$ cat config.mk
export PLATFORM = sky130hd
export DESIGN_NAME = rr_arbiter_8
export DESIGN_NICKNAME = d
export VERILOG_FILES = /design/src/rtl/rr_arbiter_8.sv
export SDC_FILE = /design/constraint.sdc
export NUM_CORES = 1
export LEC_CHECK = 0
export ABC_CLOCK_PERIOD_IN_PS = 10800
export CAP_MARGIN = 20
export CORE_UTILIZATION = 65
export CTS_CLUSTER_SIZE = 30
export DETAILED_ROUTE_END_ITERATION = 16
export DONT_BUFFER_PORTS = 1
export PLACE_DENSITY_LB_ADDON = 0.08
export SLEW_MARGIN = 40
export SYNTH_ARGS = -nofsm -noshare
export SYNTH_HDL_FRONTEND = slang
export SYNTH_SLANG_ARGS = --single-unit
$ cat constraint.sdc
create_clock -name clk -period 10.8 [get_ports clk]
set_clock_uncertainty 0.05 [all_clocks]
set_input_delay 0.54 -clock clk [delete_from_list [all_inputs] [get_ports clk]]
set_output_delay 0.54 -clock clk [all_outputs]
set_load 0.01 [all_outputs]
$ cat src/rtl/rr_arbiter_8.sv
// Round-robin arbiter granting one shared resource to one of 8 requesters, with grant hold and timeout.
// Latency: 1 cycle from req sampled to registered gnt/gnt_id; release regrants with no idle bubble.
// Backpressure: owner holds the grant while its req stays high, up to MAX_HOLD cycles (0 = unlimited).
module rr_arbiter_8 #(
  parameter int N        = 8,
  parameter int IDW      = 3,
  parameter int MAX_HOLD = 16,
  parameter int CW       = 5
) (
  input  logic           clk,
  input  logic           rst,
  input  logic [N-1:0]   req,
  output logic [N-1:0]   gnt,
  output logic [IDW-1:0] gnt_id,
  output logic           gnt_valid,
  output logic           timeout
);

  typedef enum logic {IDLE = 1'b0, BUSY = 1'b1} state_t;

  // Last hold_cnt value an owner may reach before it is force-released.
  localparam logic [CW-1:0] HOLD_LIM = CW'(MAX_HOLD - 1);
  localparam logic [N-1:0]  ONE      = N'(1);

  state_t         state, state_n;
  logic [N-1:0]   gnt_n;
  logic [IDW-1:0] gnt_id_n;
  logic [CW-1:0]  hold_cnt, hold_n;
  logic [IDW-1:0] last, last_n;
  logic           timeout_n;
  logic [IDW:0]   win;
  logic           own;
  logic           at_lim;

  // Search vec from (p+1) upward with wrap; returns {found, index}.
  function automatic logic [IDW:0] arb(input logic [N-1:0] vec, input logic [IDW-1:0] p);
    logic [IDW-1:0] s;
    logic [2*N-1:0] dbl;
    logic [N-1:0]   rot;
    logic [IDW:0]   res;
    s   = p + IDW'(1);
    dbl = {vec, vec} >> s;
    rot = dbl[N-1:0];
    res = '0;
    // Descending scan so the lowest rotated position (highest priority) wins.
    for (int j = N - 1; j >= 0; j--) begin
      if (rot[j]) res = {1'b1, s + IDW'(j)};
    end
    return res;
  endfunction

  assign gnt_valid = (state == BUSY);

  // Next-state logic: grant from idle, hold, release-and-regrant, or timeout.
  always_comb begin
    state_n   = state;
    gnt_n     = gnt;
    gnt_id_n  = gnt_id;
    hold_n    = hold_cnt;
    last_n    = last;
    timeout_n = 1'b0;
    win       = arb(req, (state == IDLE) ? last : gnt_id);
    own       = req[gnt_id];
    at_lim    = (MAX_HOLD != 0) && (hold_cnt == HOLD_LIM);
    case (state)
      IDLE: begin
        if (win[IDW]) begin
          state_n  = BUSY;
          gnt_n    = ONE << win[IDW-1:0];
          gnt_id_n = win[IDW-1:0];
          hold_n   = '0;
        end
      end
      BUSY: begin
        if (own && !at_lim) begin
          // Saturating count only matters when the timeout is disabled.
          if (hold_cnt != '1) hold_n = hold_cnt + CW'(1);
        end else begin
          // Owner released or ran out of hold time; a still-requesting owner means timeout.
          last_n    = gnt_id;
          timeout_n = own;
          if (win[IDW]) begin
            gnt_n    = ONE << win[IDW-1:0];
            gnt_id_n = win[IDW-1:0];
            hold_n   = '0;
          end else begin
            state_n  = IDLE;
            gnt_n    = '0;
            gnt_id_n = '0;
            hold_n   = '0;
          end
        end
      end
      default: state_n = IDLE;
    endcase
  end

  // State register; reset drops any grant and makes requester 0 highest priority.
  always_ff @(posedge clk) begin
    if (rst) begin
      state    <= IDLE;
      gnt      <= '0;
      gnt_id   <= '0;
      hold_cnt <= '0;
      last     <= '1;
      timeout  <= 1'b0;
    end else begin
      state    <= state_n;
      gnt      <= gnt_n;
      gnt_id   <= gnt_id_n;
      hold_cnt <= hold_n;
      last     <= last_n;
      timeout  <= timeout_n;
    end
  end

endmodule

# ---- After elaboration in Yosys (flattened, before gate mapping)
# Index checks and enable logic that the tools add are counted.
# Widths: inputs -> output; s select.
dict set report word_totals {
  out_inout_bits 13
  in_bits 10
  regBits 21
}
dict set report classes {
  n_mux 26
  magnitude_cmp 1
  addsub 9
  eq_ne 5
  n_shift 2
  bitwise_logic 2
  n_reduce_logical 6
}
# cell count
set op_table {}
lappend op_table {{$mux 4} 8}
lappend op_table {{$mux 8} 3}
lappend op_table {{$pmux 8 s2} 1}
lappend op_table {{$shr 16x3->8} 1}
lappend op_table {{$mux 5} 3}
lappend op_table {{$add 3x3->3 const B} 4}
lappend op_table {{$mux 3} 4}
lappend op_table {{$pmux 5 s2} 1}
lappend op_table {{$shl 1x3->8 const A} 1}
lappend op_table {{$add 3x1->3 const B} 2}
lappend op_table {{$add 3x2->3 const B} 2}
lappend op_table {{$pmux 3 s2} 1}
lappend op_table {{$reduce_and 2->1} 3}
lappend op_table {{$add 5x1->5 const B} 1}
lappend op_table {{$eq 5x4->1 const B} 1}
lappend op_table {{$ne 5x5->1 const B} 1}
lappend op_table {{$lt 3x4->1 const B} 1}
lappend op_table {{$ne 2x2->1 const B} 2}
lappend op_table {{$bmux 1 s3} 1}
lappend op_table {{$mux 1} 3}
lappend op_table {{$ne 3x2->1 const B} 1}
lappend op_table {{$reduce_or 3->1} 1}
lappend op_table {{$not 1->1} 2}
lappend op_table {{$pmux 1 s2} 1}
lappend op_table {{other kinds (2)} 2}

# ---- Logic depth before layout (Yosys ltp)
# Gate-level depths: netlist (run 1).
dict set report depth {
  depth_word 15
  mapped_depth 14
  ltp_nobuf 10
}

# ---- Worst setup path before layout (run 1)
# No wires, ideal clock.
dict set report synth_timing {
  kind {register to register}
  start {register state (netlist: gnt_valid)}
  end {register gnt[6]}
  slack_ps 7187
  stages_incl_launch_ff 13
  required_time_ps 10649
  arrival_time_ps 3462
  cell_sequence {dfxtp_1 > buf_6 > mux2i_4 > inv_2 > buf_6 > clkbuf_1 > ha_1 > xnor2_1 > mux4_2 > a221o_1 > a211oi_2 > o21ai_2 > o41ai_1}
}
dict set report synth_between {
  elab_chain_len 15
}
# element line
set synth_lines {}
lappend synth_lines {{start: declaration} 25} ;# state_t state, state_n;
lappend synth_lines {{start signal: assignment} 108} ;# state <= state_n;
lappend synth_lines {{$mux 3} 62} ;# win = arb(req, (state == IDLE) ? last : gnt_id);
lappend synth_lines {{$add 3x1->3} 41} ;# s = p + IDW'(1);
lappend synth_lines {{$add 3x3->3 or $shr 16x3->8 (tied branches)} {47, 42}}
lappend synth_lines {{$mux 4 (8 in a row)} 47} ;# if (rot[j]) res = {1'b1, s + IDW'(j)};
lappend synth_lines {{$shl 1x3->8} {69, 83}}
lappend synth_lines {{$mux 8} 82} ;# if (win[IDW]) begin
lappend synth_lines {{$mux 8} 75} ;# if (own && !at_lim) begin
lappend synth_lines {{$pmux 8 s2} 65} ;# case (state)
lappend synth_lines {{end signal: assignment} 109} ;# gnt <= gnt_n;
lappend synth_lines {{end: declaration} 13} ;# output logic [N-1:0] gnt,
# Several ways; a longest one is shown, not always the timed one. The select of a mux whose other input is x is not followed.
# A chain may end at the register's enable or synchronous reset.

# ---- Worst setup path in the final report (run 1)
# Same ends and word-level chain as after synthesis.

==> results.py, run 1 <==
metrics = {
    "floorplan": {
        "initial_core_util_pct": 68.1,
        "core-area_um2": 3030,
        "die-area_um2": 3400,
        "die_x_um": 58.3,
        "die-height_um": 58.3,
        "rows": 20,
        "pin_count": 23,
    },
    "yosys": {
        "synth_warnings": 0,
        "muxShareOfSynthArea_pct": 29.5,
        "synthAdderAreaFrac_pct": 3.03,
        "synthCells": 232,
        "synth-seq-cells": 21,
        "synth_top_cell_by_area": "dfxtp_1",
        "synth-compound-area-share_pct": 24.7,
        "ys_types": 54,
        "synth_area_um2": 2060,
        "syn_nets": 247,
        "syn_avg_cell_area_um2": 8.89,
        "synth_edf_count": 0,
        "netlist_top_cells_area": "dfxtp_1, mux4_2, mux2i_1",
        "yosys_most_used_dff": "dfxtp_1",
        "synth_top_area_share_pct": 20.4,
        "synth_seq_area_share_pct": 20.4,
        "synth_common_cells": "mux2i_1, dfxtp_1, nand3_1",
        "yosysMostFrequentCell": "mux2i_1",
        "yosys.area_share.simple_pct": 15.5,
        "yosys.area_share.xor_xnor_pct": 1.64,
        "synth_top_family_by_area": "multiplexers",
        "async_flop_share_pct": 0,
    },
    "finish": {
        "fillers": 252,
        "ff_latch_area_um2": 420,
        "antenna_cells": 0,
        "fin_util_pct": 69.4,
        "fin_nets": 240,
        "area_growth_pct": 1.88,
        "multiInputGateArea_um2": 1550,
        "drive_gt1_share_pct": 14.7,
        "finish.instance_area_um2": 2100,
    },
    "routing": {
        "wl_per_cell_um": 19.4,
        "ant_nets": 0,
        "drt_wl_total_mm": 5.20,
        "route.detailed.drc": 0,
        "vias_per_cell": 7.07,
        "first_iter_violations": 126,
        "drtPass1Iterations": 4,
        "vias": 1895,
    },
    "placement": {
        "dpl_cell_area_um2": 2070,
        "hpwl_mm": 3.93,
        "io_buffers": 0,
        "gp_congestion": 0.890,
        "place_ws_ns": 6.28,
    },
    "cts": {
        "clockBufferDepth": 2,
        "clk_pin_slew_ns": 0.11,
        "tritoncts": "built",
        "cts_max_level": 1,
        "clock-sinks": 21,
        "cts_buffers": 3,
        "clock-root-buffer": "clkbuf_4",
        "cts_setup_buffers": 0,
        "hold_buffers": 0,
        "cts_resized": 0,
        "clk-insertion-delay-late_ns": 0.30,
    },
    "pwr": {
        "ir_drop_uv": 199,
        "powerDensity_nw_per_um2": 304,
        "p_leak_nw": 0.772,
    },
    "job": {
        "cap_viol_max_count": 0,
    },
    "global_routing": {
        "grt_first_pass_wirelength_mm": 8.31,
        "grt_antenna_before_repair": 0,
        "grt_pass1_vias": 1738,
        "gr-total-overflow": 0,
        "grt_start_max_net_pins": 22,
        "grt.total_usage_pct": 31.7,
    },
    "sta": {
        "setup_violations": 0,
        "rsz0062_at_grt": "false",
        "drv_slew": 0,
        "maxSlewHeadroom_pct": 46.6,
        "final_hold_viol_count": 0,
        "tns_ns": 0,
        "setup_slack_ns": 6.15,
        "finalCritPeriodShare_pct": 43.1,
        "period_minus_slack_ns": 4.65,
        "max_freq_mhz": 215,
        "tightestPinTransition_ns": 0.797,
    },
    "setup_path": {
        "cp-end-kind": "flip-flop",
        "rr_startpoint": "gnt_valid$_SDFF_PP0_",
        "regToRegSetupSlack_ns": 6.15,
        "critPathArrivalTime_ns": 4.79,
        "critPathKind": "flip-flop to flip-flop",
        "crit_required_ns": 10.94,
        "cp_max_fo": 21,
        "rr_endpoint": "gnt[6]$_SDFFE_PP0P_",
        "rr_worst_depth": 9,
        "cp-start-kind": "flip-flop",
    },
    "hold_path": {
        "hold_depth": 1,
        "hp-start": "rst",
        "min_path_type": "input port to flip-flop",
        "whs_endpoint": "hold_cnt[1]$_SDFFE_PP0P_",
    },
    "status": {
        "status": "finished, final reports clean",
    },
}
==> logic make-up after synthesis <==
| group | count (synthesis) |
|---|---|
| AOI/OAI and AO/OA | 67 |
| xor gates and xnor gates | 3 |
| adders and majority gates | 5 |
| buffers and inverters | 24 |
| DFF | 21 |
| muxes | 44 |
| and+or+nand+nor | 68 |
==> worst max-delay path, cell delays in order, from the launching register on <==
cell and delay, ns:
dfxtp_1 0.66, mux2i_1 0.58, inv_1 0.26, ha_1 0.83, inv_1 0.45, mux4_2 0.52
nand2_1 0.16, o31ai_2 0.72, nand3_1 0.18, o41ai_1 0.11
==> cell usage in the layout, fill, tap and decap left out, drive strengths merged, types with 4 or more instances in the layout <==
master | synthesis | final
o41ai | 4 | 4
dfxtp | 21 | 21
a211oi | 4 | 4
mux2 | 8 | 8
o21ai | 13 | 13
inv | 10 | 10
a21oi | 7 | 7
mux2i | 25 | 25
o211ai | 4 | 4
mux4 | 11 | 11
nor2 | 17 | 17
ha | 5 | 5
o31ai | 8 | 8
nor3 | 10 | 10
nand2 | 12 | 12
nand3 | 18 | 18
==> metrics by stage <==
step	power (mW)	std cells	hold slack, ns
finish	0.640	268	0.241
global route	0.683	268	0.235
floorplan	0.507	232	0.393
global placement	0.579	264	0.408
detailed placement	0.594	264	0.412
CTS	0.631	268	0.241
==> power by group <==
group / switching [mW] / internal [mW] / total (mW) / leakage [nW]
sequential: 0.0282 / 0.0989 / 0.127 / 0.172
combinational: 0.278 / 0.198 / 0.476 / 0.582
clock: 0.0227 / 0.0138 / 0.0365 / 0.0177
==> flip-flops by register name, indices dropped and copies added (netlist names) <==
register   cells
timeout        1
last           3
gnt            8
hold_cnt       5
gnt_id         3
gnt_valid      1
==> final cells by class <==
class	instances	area share, %
multi-input cells	187	73.7
flip-flops and latches	21	20.0
well taps	44	2.62
inverters	11	1.97
clock buffers	3	1.07
repair buffers	1	0.357
clock inverters	1	0.238
==> routing by layer <==
layer / share of wire, % / global-route usage [%]
met1: 41 / 39.2
met2: 51 / 56.3
met3: 5.7 / 3.52
met4: 2.7 / 12.9
met5: 0 / 0
==> how the worst max path moves through the flow <==
| stage | from | end | slack, ns |
|---|---|---|---|
| 3_3_place_gp | gnt_valid$_SDFF_PP0_ | hold_cnt[2]$_SDFFE_PP0P_ | 6.05 |
| 3_5_place_dp | gnt_valid$_SDFF_PP0_ | gnt[6]$_SDFFE_PP0P_ | 6.28 |
| 5_1_grt | gnt_valid$_SDFF_PP0_ | gnt[6]$_SDFFE_PP0P_ | 5.84 |
| 6_report | gnt_valid$_SDFF_PP0_ | gnt[6]$_SDFFE_PP0P_ | 6.15 |
| 2_1_floorplan | gnt_valid$_SDFF_PP0_ | gnt[6]$_SDFFE_PP0P_ | 7.19 |
| 4_1_cts | gnt_valid$_SDFF_PP0_ | gnt[6]$_SDFFE_PP0P_ | 6.24 |
No activity file was read; power rests on OpenSTA's default activity.
==> run 2: changes to the inputs <==
--- a/config.mk
+++ b/config.mk
@@ -5,9 +5,9 @@
 export SDC_FILE = /design/constraint.sdc
 export NUM_CORES = 1
 export LEC_CHECK = 0
-export ABC_CLOCK_PERIOD_IN_PS = 10800
+export ABC_CLOCK_PERIOD_IN_PS = 4300
 export CAP_MARGIN = 20
-export CORE_UTILIZATION = 65
+export CORE_UTILIZATION = 64
 export CTS_CLUSTER_SIZE = 30
 export DETAILED_ROUTE_END_ITERATION = 16
 export DONT_BUFFER_PORTS = 1
==> constraint.sdc (replaced) <==
create_clock -name clk -period 4.3 [get_ports clk]
set_clock_uncertainty 0.05 [all_clocks]
set_input_delay 0.215 -clock clk [delete_from_list [all_inputs] [get_ports clk]]
set_output_delay 0.215 -clock clk [all_outputs]
set_load 0.01 [all_outputs]
==> run 2 against run 1 <==
Global-route usage grew 2.6 points. Non-clock buffer count grew 8. Sequential share of layout area shrank 0.43 points. First-iteration DRC count grew 41%. Setup slack lost 5.4 ns. Combinational power grew to 2.6 times the previous value. Clock power grew to 2.6 times the previous value. Sequential power grew to 2.5 times the previous value.
==> results.py, run 2 (same netlist as run 1, synthesis figures left out) <==
metrics = {
    "setup_path": {
        "critPathArrivalTime_ns": 3.68,
        "cp-end-kind": "flip-flop",
        "cp_max_fo": 15,
        "critical_path_buf_inv_count": 4,
        "crit_required_ns": 4.45,
        "critPathKind": "flip-flop to flip-flop",
        "critPathMaxStageDelay_ns": 0.56,
        "cp_cell_sequence": "mux2i_1 -> buf_4 -> inv_1 -> ha_1 -> inv_1 -> xnor2_2 -> buf_4 -> mux4_2 -> a21bo_1 -> a21oi_1 -> o211ai_1 -> o41ai_1",
        "critPathSlowestCell": "dfxtp_1",
        "cp_top_family": "compound AO/OA/AOI/OAI gates",
        "cp-start-kind": "flip-flop",
    },
    "sta": {
        "tns_ns": 0,
        "rsz0062_at_grt": "false",
        "final_hold_viol_count": 0,
        "setup_violations": 0,
        "period_minus_slack_ns": 3.53,
        "maxSlewHeadroom_pct": 59.5,
        "tightestPinTransition_ns": 0.600,
        "finalCritPeriodShare_pct": 82.1,
        "drv_slew": 0,
        "max_freq_mhz": 283,
    },
    "cts": {
        "clk_pin_slew_ns": 0.12,
        "clock-sinks": 21,
        "cts_buffers": 3,
        "cts_setup_buffers": 0,
        "tritoncts": "built",
        "cts_resized": 0,
        "clock-root-buffer": "clkbuf_4",
        "clockBufferDepth": 2,
        "cts_max_level": 1,
        "clk-insertion-delay-late_ns": 0.30,
    },
    "finish": {
        "fillers": 250,
        "drive_gt1_share_pct": 16.8,
        "final_common_cell": "mux2i_1",
        "layout.cells.non_filler": 276,
        "fin_nets": 248,
        "largest_reg_flops": 8,
        "final_cell_mix": "mux2i_1, dfxtp_1, nand3_1",
        "regMostFlops": "gnt",
        "area_growth_pct": 4.13,
        "finish.instance_area_um2": 2150,
        "reg_top3": "gnt (8), hold_cnt (5)",
        "antenna_cells": 0,
    },
    "pwr": {
        "powerDensity_nw_per_um2": 768,
        "power_mw": 1.65,
        "p_leak_nw": 0.807,
        "ir_drop_uv": 746,
    },
    "floorplan": {
        "core-area_um2": 3050,
        "die-height_um": 58.8,
        "die_x_um": 58.8,
        "rows": 20,
        "die-area_um2": 3450,
        "pin_count": 23,
        "initial_core_util_pct": 67.5,
    },
    "routing": {
        "ant_nets": 0,
        "first_iter_violations": 178,
        "drt_wl_total_mm": 5.63,
        "vias": 1989,
        "vias_per_cell": 7.21,
        "drtPass1Iterations": 5,
        "wl_per_cell_um": 20.4,
        "route.detailed.drc": 0,
    },
    "placement": {
        "gp_congestion": 0.904,
        "dpl_cell_area_um2": 2110,
        "dp_cells": 271,
        "io_buffers": 0,
        "hpwl_mm": 4.21,
    },
    "status": {
        "status": "finished, final reports clean",
    },
    "hold_path": {
        "min_path_type": "input port to flip-flop",
    },
    "global_routing": {
        "grt_antenna_before_repair": 0,
        "grt.total_usage_pct": 34.3,
        "use_met3_pct": 3.30,
        "gr-usage-met2_pct": 58.6,
        "grt_first_pass_wirelength_mm": 8.98,
        "grt_pass1_vias": 1902,
        "grt_start_max_net_pins": 21,
        "use_met1_pct": 41.6,
        "grt.busiest_layer": "met2",
        "gr-total-overflow": 0,
    },
    "job": {
        "cap_viol_max_count": 0,
    },
}
==> run 2: cell count changes in the layout (fill, tap and decap cells not counted), sizes merged <==
cell | before | now
dlygate4sd3 | 0 | 1
buf | 1 | 8
==> run 2: timing repair <==
item | in CTS | in global routing
setup endpoints to repair | 0 | 0
hold buffers | 1 | 0
hold endpoints to repair | 5 | 0
==> run 2: where the power goes <==
group	switching (mW)	internal (mW)
Combinational	0.717	0.518
Clock	0.0586	0.0347
Sequential	0.0707	0.248
Total	0.846	0.801
==> run 2: metrics by stage <==
step | hold slack [ns] | setup WS, ns | util [%]
2_1_floorplan | 0.234 | 0.687 | -
3_3_place_gp | 0.236 | 0.966 | 69.1
3_5_place_dp | 0.240 | 0.848 | 69.1
4_1_cts | 0.211 | 0.817 | 70.3
5_1_grt | 0.241 | 0.580 | 70.3
6_report | 0.212 | 0.770 | 70.3
==> run 2: routing by layer <==
metal | vias to the layer above | wire (µm)
li1 | 911 | -
met4 | 0 | 269
met2 | 104 | 2730
met5 | - | 0
met3 | 27 | 351
met1 | 947 | 2280
==> run 2: worst paths after layout <==
path,startpoint,endpoint,slack [ns],depth (start not counted)
max,gnt_id[1]$_SDFFE_PP0P_,gnt[4]$_SDFFE_PP0P_,0.77,12
min,rst,last[1]$_SDFFE_PP1P_,0.21,2
max reg2reg,gnt_id[1]$_SDFFE_PP0P_,gnt[4]$_SDFFE_PP0P_,0.77,12
min reg2reg,hold_cnt[1]$_SDFFE_PP0P_,hold_cnt[1]$_SDFFE_PP0P_,0.45,2
==> run 2: final cells by class <==
class                   count  area [µm²]  share of cell area [%]
inverters                  11        41.3                    1.92
repair buffers              9        70.1                    3.26
clock inverters             1        5.00                   0.233
multi-input cells         187        1530                    71.4
well taps                  44        55.1                    2.56
clock buffers               3        22.5                    1.05
flip-flops and latches     21         420                    19.6
==> run 3: changes to the inputs <==
--- a/config.mk
+++ b/config.mk
@@ -5,9 +5,10 @@
 export SDC_FILE = /design/constraint.sdc
 export NUM_CORES = 1
 export LEC_CHECK = 0
-export ABC_CLOCK_PERIOD_IN_PS = 4300
+export ABC_AREA = 1
+export ABC_CLOCK_PERIOD_IN_PS = 3170
 export CAP_MARGIN = 20
-export CORE_UTILIZATION = 64
+export CORE_UTILIZATION = 57
 export CTS_CLUSTER_SIZE = 30
 export DETAILED_ROUTE_END_ITERATION = 16
 export DONT_BUFFER_PORTS = 1
==> constraint.sdc (replaced) <==
create_clock -name clk -period 3.17 [get_ports clk]
set_clock_uncertainty 0.05 [all_clocks]
set_input_delay 0.1585 -clock clk [delete_from_list [all_inputs] [get_ports clk]]
set_output_delay 0.1585 -clock clk [all_outputs]
set_load 0.01 [all_outputs]
==> run 3 against run 2 <==
The run now ends with DRC left. Wire length is 30% lower. Global-route usage is 7.6 points lower. Critical path depth is 3 higher. First-iteration DRC count is 3.4% lower. Non-clock buffer count is 4 lower.
==> results.py, run 3 <==
metrics = {
    "placement": {
        "dpl_cell_area_um2": 1780,
        "io_buffers": 0,
        "hpwl_mm": 3.30,
        "gp_congestion": 0.939,
    },
    "sta": {
        "setup_violations": 0,
        "maxSlewHeadroom_pct": 75.1,
        "tns_ns": 0,
        "final_hold_viol_count": 0,
        "period_minus_slack_ns": 2.82,
        "max_freq_mhz": 355,
        "tightestPinTransition_ns": 0.373,
        "drv_slew": 0,
        "finalCritPeriodShare_pct": 89.0,
        "rsz0062_at_grt": "false",
    },
    "cts": {
        "clk_pin_slew_ns": 0.11,
        "cts_buffers": 3,
        "clockBufferDepth": 2,
        "clock-root-buffer": "clkbuf_4",
        "clock-sinks": 21,
        "cts_setup_buffers": 0,
        "clk-insertion-delay-late_ns": 0.30,
        "tritoncts": "built",
        "cts_max_level": 1,
    },
    "floorplan": {
        "die-height_um": 57.2,
        "rows": 19,
        "pin_count": 23,
        "die_x_um": 57.2,
        "die-area_um2": 3280,
        "initial_core_util_pct": 61.5,
        "core-area_um2": 2830,
    },
    "finish": {
        "largest_reg_flops": 8,
        "antenna_cells": 0,
        "regMostFlops": "gnt",
        "reg_top3": "gnt (8), hold_cnt (5)",
        "area_growth_pct": 4.46,
        "final_common_cell": "nand2_1",
        "fin_nets": 313,
        "final_cell_mix": "nand2_1, nand3_1, inv_1",
        "drive_gt1_share_pct": 13.5,
        "finish.instance_area_um2": 1820,
        "fillers": 274,
    },
    "yosys": {
        "netlist_top_cells_area": "dfxtp_1, nand2_1, nand3_1",
        "yosys_most_used_dff": "dfxtp_1",
        "synth-seq-cells": 21,
        "syn_avg_cell_area_um2": 5.96,
        "synthCells": 292,
        "ys_types": 28,
        "yosysMostFrequentCell": "nand2_1",
        "synth_top_cell_by_area": "dfxtp_1",
        "synth_edf_count": 0,
        "synth_area_um2": 1740,
        "synth_warnings": 0,
        "synth_common_cells": "nand2_1, nand3_1, inv_1",
        "syn_nets": 307,
        "synth_seq_area_share_pct": 24.2,
        "synth_top_area_share_pct": 24.2,
        "async_flop_share_pct": 0,
    },
    "hold_path": {
        "min_path_type": "input port to flip-flop",
    },
    "setup_path": {
        "critPathArrivalTime_ns": 3.00,
        "critPathSlowestCell": "ha_1",
        "crit_required_ns": 3.35,
        "cp_max_fo": 10,
        "cp-start-kind": "flip-flop",
        "cp-end-kind": "flip-flop",
        "cp_cell_sequence": "buf_4 -> nand2_1 -> nand2_1 -> ha_1 -> buf_4 -> nand3_1 -> nand3_1 -> nand2_1 -> nor2_2 -> nand3_2 -> nor2_4 -> nor2_4 -> nor2_8 -> inv_2 -> o22ai_1",
        "critPathKind": "flip-flop to flip-flop",
        "cpMostUsedCell": "nand2_1",
        "critPathMaxStageDelay_ns": 0.47,
    },
    "routing": {
        "wirelength_met1_mm": 1.80,
        "first_iter_violations": 172,
        "wl_met3_um": 212,
        "wl_per_cell_um": 12.0,
        "ant_nets": 0,
        "drt_wl_total_mm": 3.95,
        "wl_met2_mm": 1.84,
        "top_layer_used": "met4",
        "route.detailed.drc": 4,
        "drtPass1Iterations": 10,
        "vias": 1793,
        "vias_per_cell": 5.47,
    },
    "job": {
        "cap_viol_max_count": 0,
    },
    "global_routing": {
        "grt_pass1_vias": 1635,
        "grt_antenna_before_repair": 0,
        "grt.total_usage_pct": 26.7,
        "gr-total-overflow": 0,
        "grt_start_max_net_pins": 13,
        "grt_first_pass_wirelength_mm": 6.88,
    },
    "status": {
        "violations": "DRC",
        "status": "complete, but fails checks",
    },
    "pwr": {
        "p_leak_nw": 0.968,
        "power_mw": 1.92,
        "ir_drop_uv": 689,
        "powerDensity_nw_per_um2": 1060,
    },
}
-- run 3: cell types whose count changed in the layout (fill, tap and decap cells not counted), moves of 6 or more --
cell	change
nand2_1	+88
nand3_1	+29
inv_1	+24
mux2i_1	-24
mux4_2	-11
nand2_2	+8
o31ai_1	-8
mux2_2	-6
nor2_1	-6
nor2_2	+6
-- run 3: critical path: cells and delay by family, from the launching register on --
kind / cells / cell delay [ns]
AO/OA/AOI/OAI: 1 / 0.16
adder cells (fa/ha/maj): 1 / 0.47
buffers and inverters: 3 / 0.44
flip-flops: 1 / 0.39
AND/OR/NAND/NOR: 10 / 1.24
-- run 3: power by group --
part / total [mW] / switching, mW / internal, mW
clock network: 0.123 / 0.0758 / 0.0471
registers: 0.421 / 0.0781 / 0.343
logic: 1.38 / 0.937 / 0.443
total: 1.92 / 1.09 / 0.833
-- run 3: area by class of cell --
cell class,count,area [µm²],area share (%)
sequential,21,422,23.2
clock buffer,3,22.5,1.24
clock inverter,1,5.00,0.275
tap,31,38.8,2.13
timing repair buffer,5,40.0,2.20
inverter,40,155,8.54
multi-input combinational,227,1130,62.4
-- run 3: cells by family (layout without fill, tap and decap cells) --
logic type	after synthesis	count (layout)	share of synthesized area, %
and+or+nand+nor	187	187	50.2
buffers and inverters	44	49	10.6
AOI/OAI and AO/OA	33	33	10.4
DFF	21	21	24.2
adders and majority gates	5	5	3.60
xor gates and xnor gates	2	2	1.01
-- run 3: final timing paths --
| path | startpoint | to | slack [ns] | cells past startpoint |
|---|---|---|---|---|
| worst max-delay path | gnt_valid$_SDFF_PP0_ | gnt_id[1]$_SDFFE_PP0P_ | 0.35 | 15 |
| worst min register to register | hold_cnt[2]$_SDFFE_PP0P_ | hold_cnt[2]$_SDFFE_PP0P_ | 0.42 | 2 |
| worst max register to register | gnt_valid$_SDFF_PP0_ | gnt_id[1]$_SDFFE_PP0P_ | 0.35 | 15 |
| worst min-delay path | rst | gnt_id[2]$_SDFFE_PP0P_ | 0.13 | 3 |
-- run 3: what timing repair did --
action / in CTS / in global routing
hold buffers: 1 / 0
endpoints found under the setup margin: 0 / 5
gates resized for setup: 0 / 1
endpoints found under the hold margin: 18 / 0
-- run 3: metrics by stage --
| step | std cells | utilization (%) | worst slack, ns | hold slack [ns] |
|---|---|---|---|---|
| 4_1_cts | 328 | 64.2 | 0.252 | 0.122 |
| 3_5_place_dp | 323 | 62.8 | 0.283 | 0.183 |
| 2_1_floorplan | 292 | - | 0.622 | 0.387 |
| 3_3_place_gp | 323 | 62.8 | 0.342 | 0.179 |
| 5_1_grt | 328 | 64.2 | 0.0670 | 0.155 |
| 6_report | 328 | 64.2 | 0.350 | 0.126 |
-- run 3: per-layer routing --
layer,global-route usage [%],vias to the layer above
met4,10.5,0
met1,33.6,789
li1,-,947
met2,46.4,47
met5,0,-
met3,3.40,10
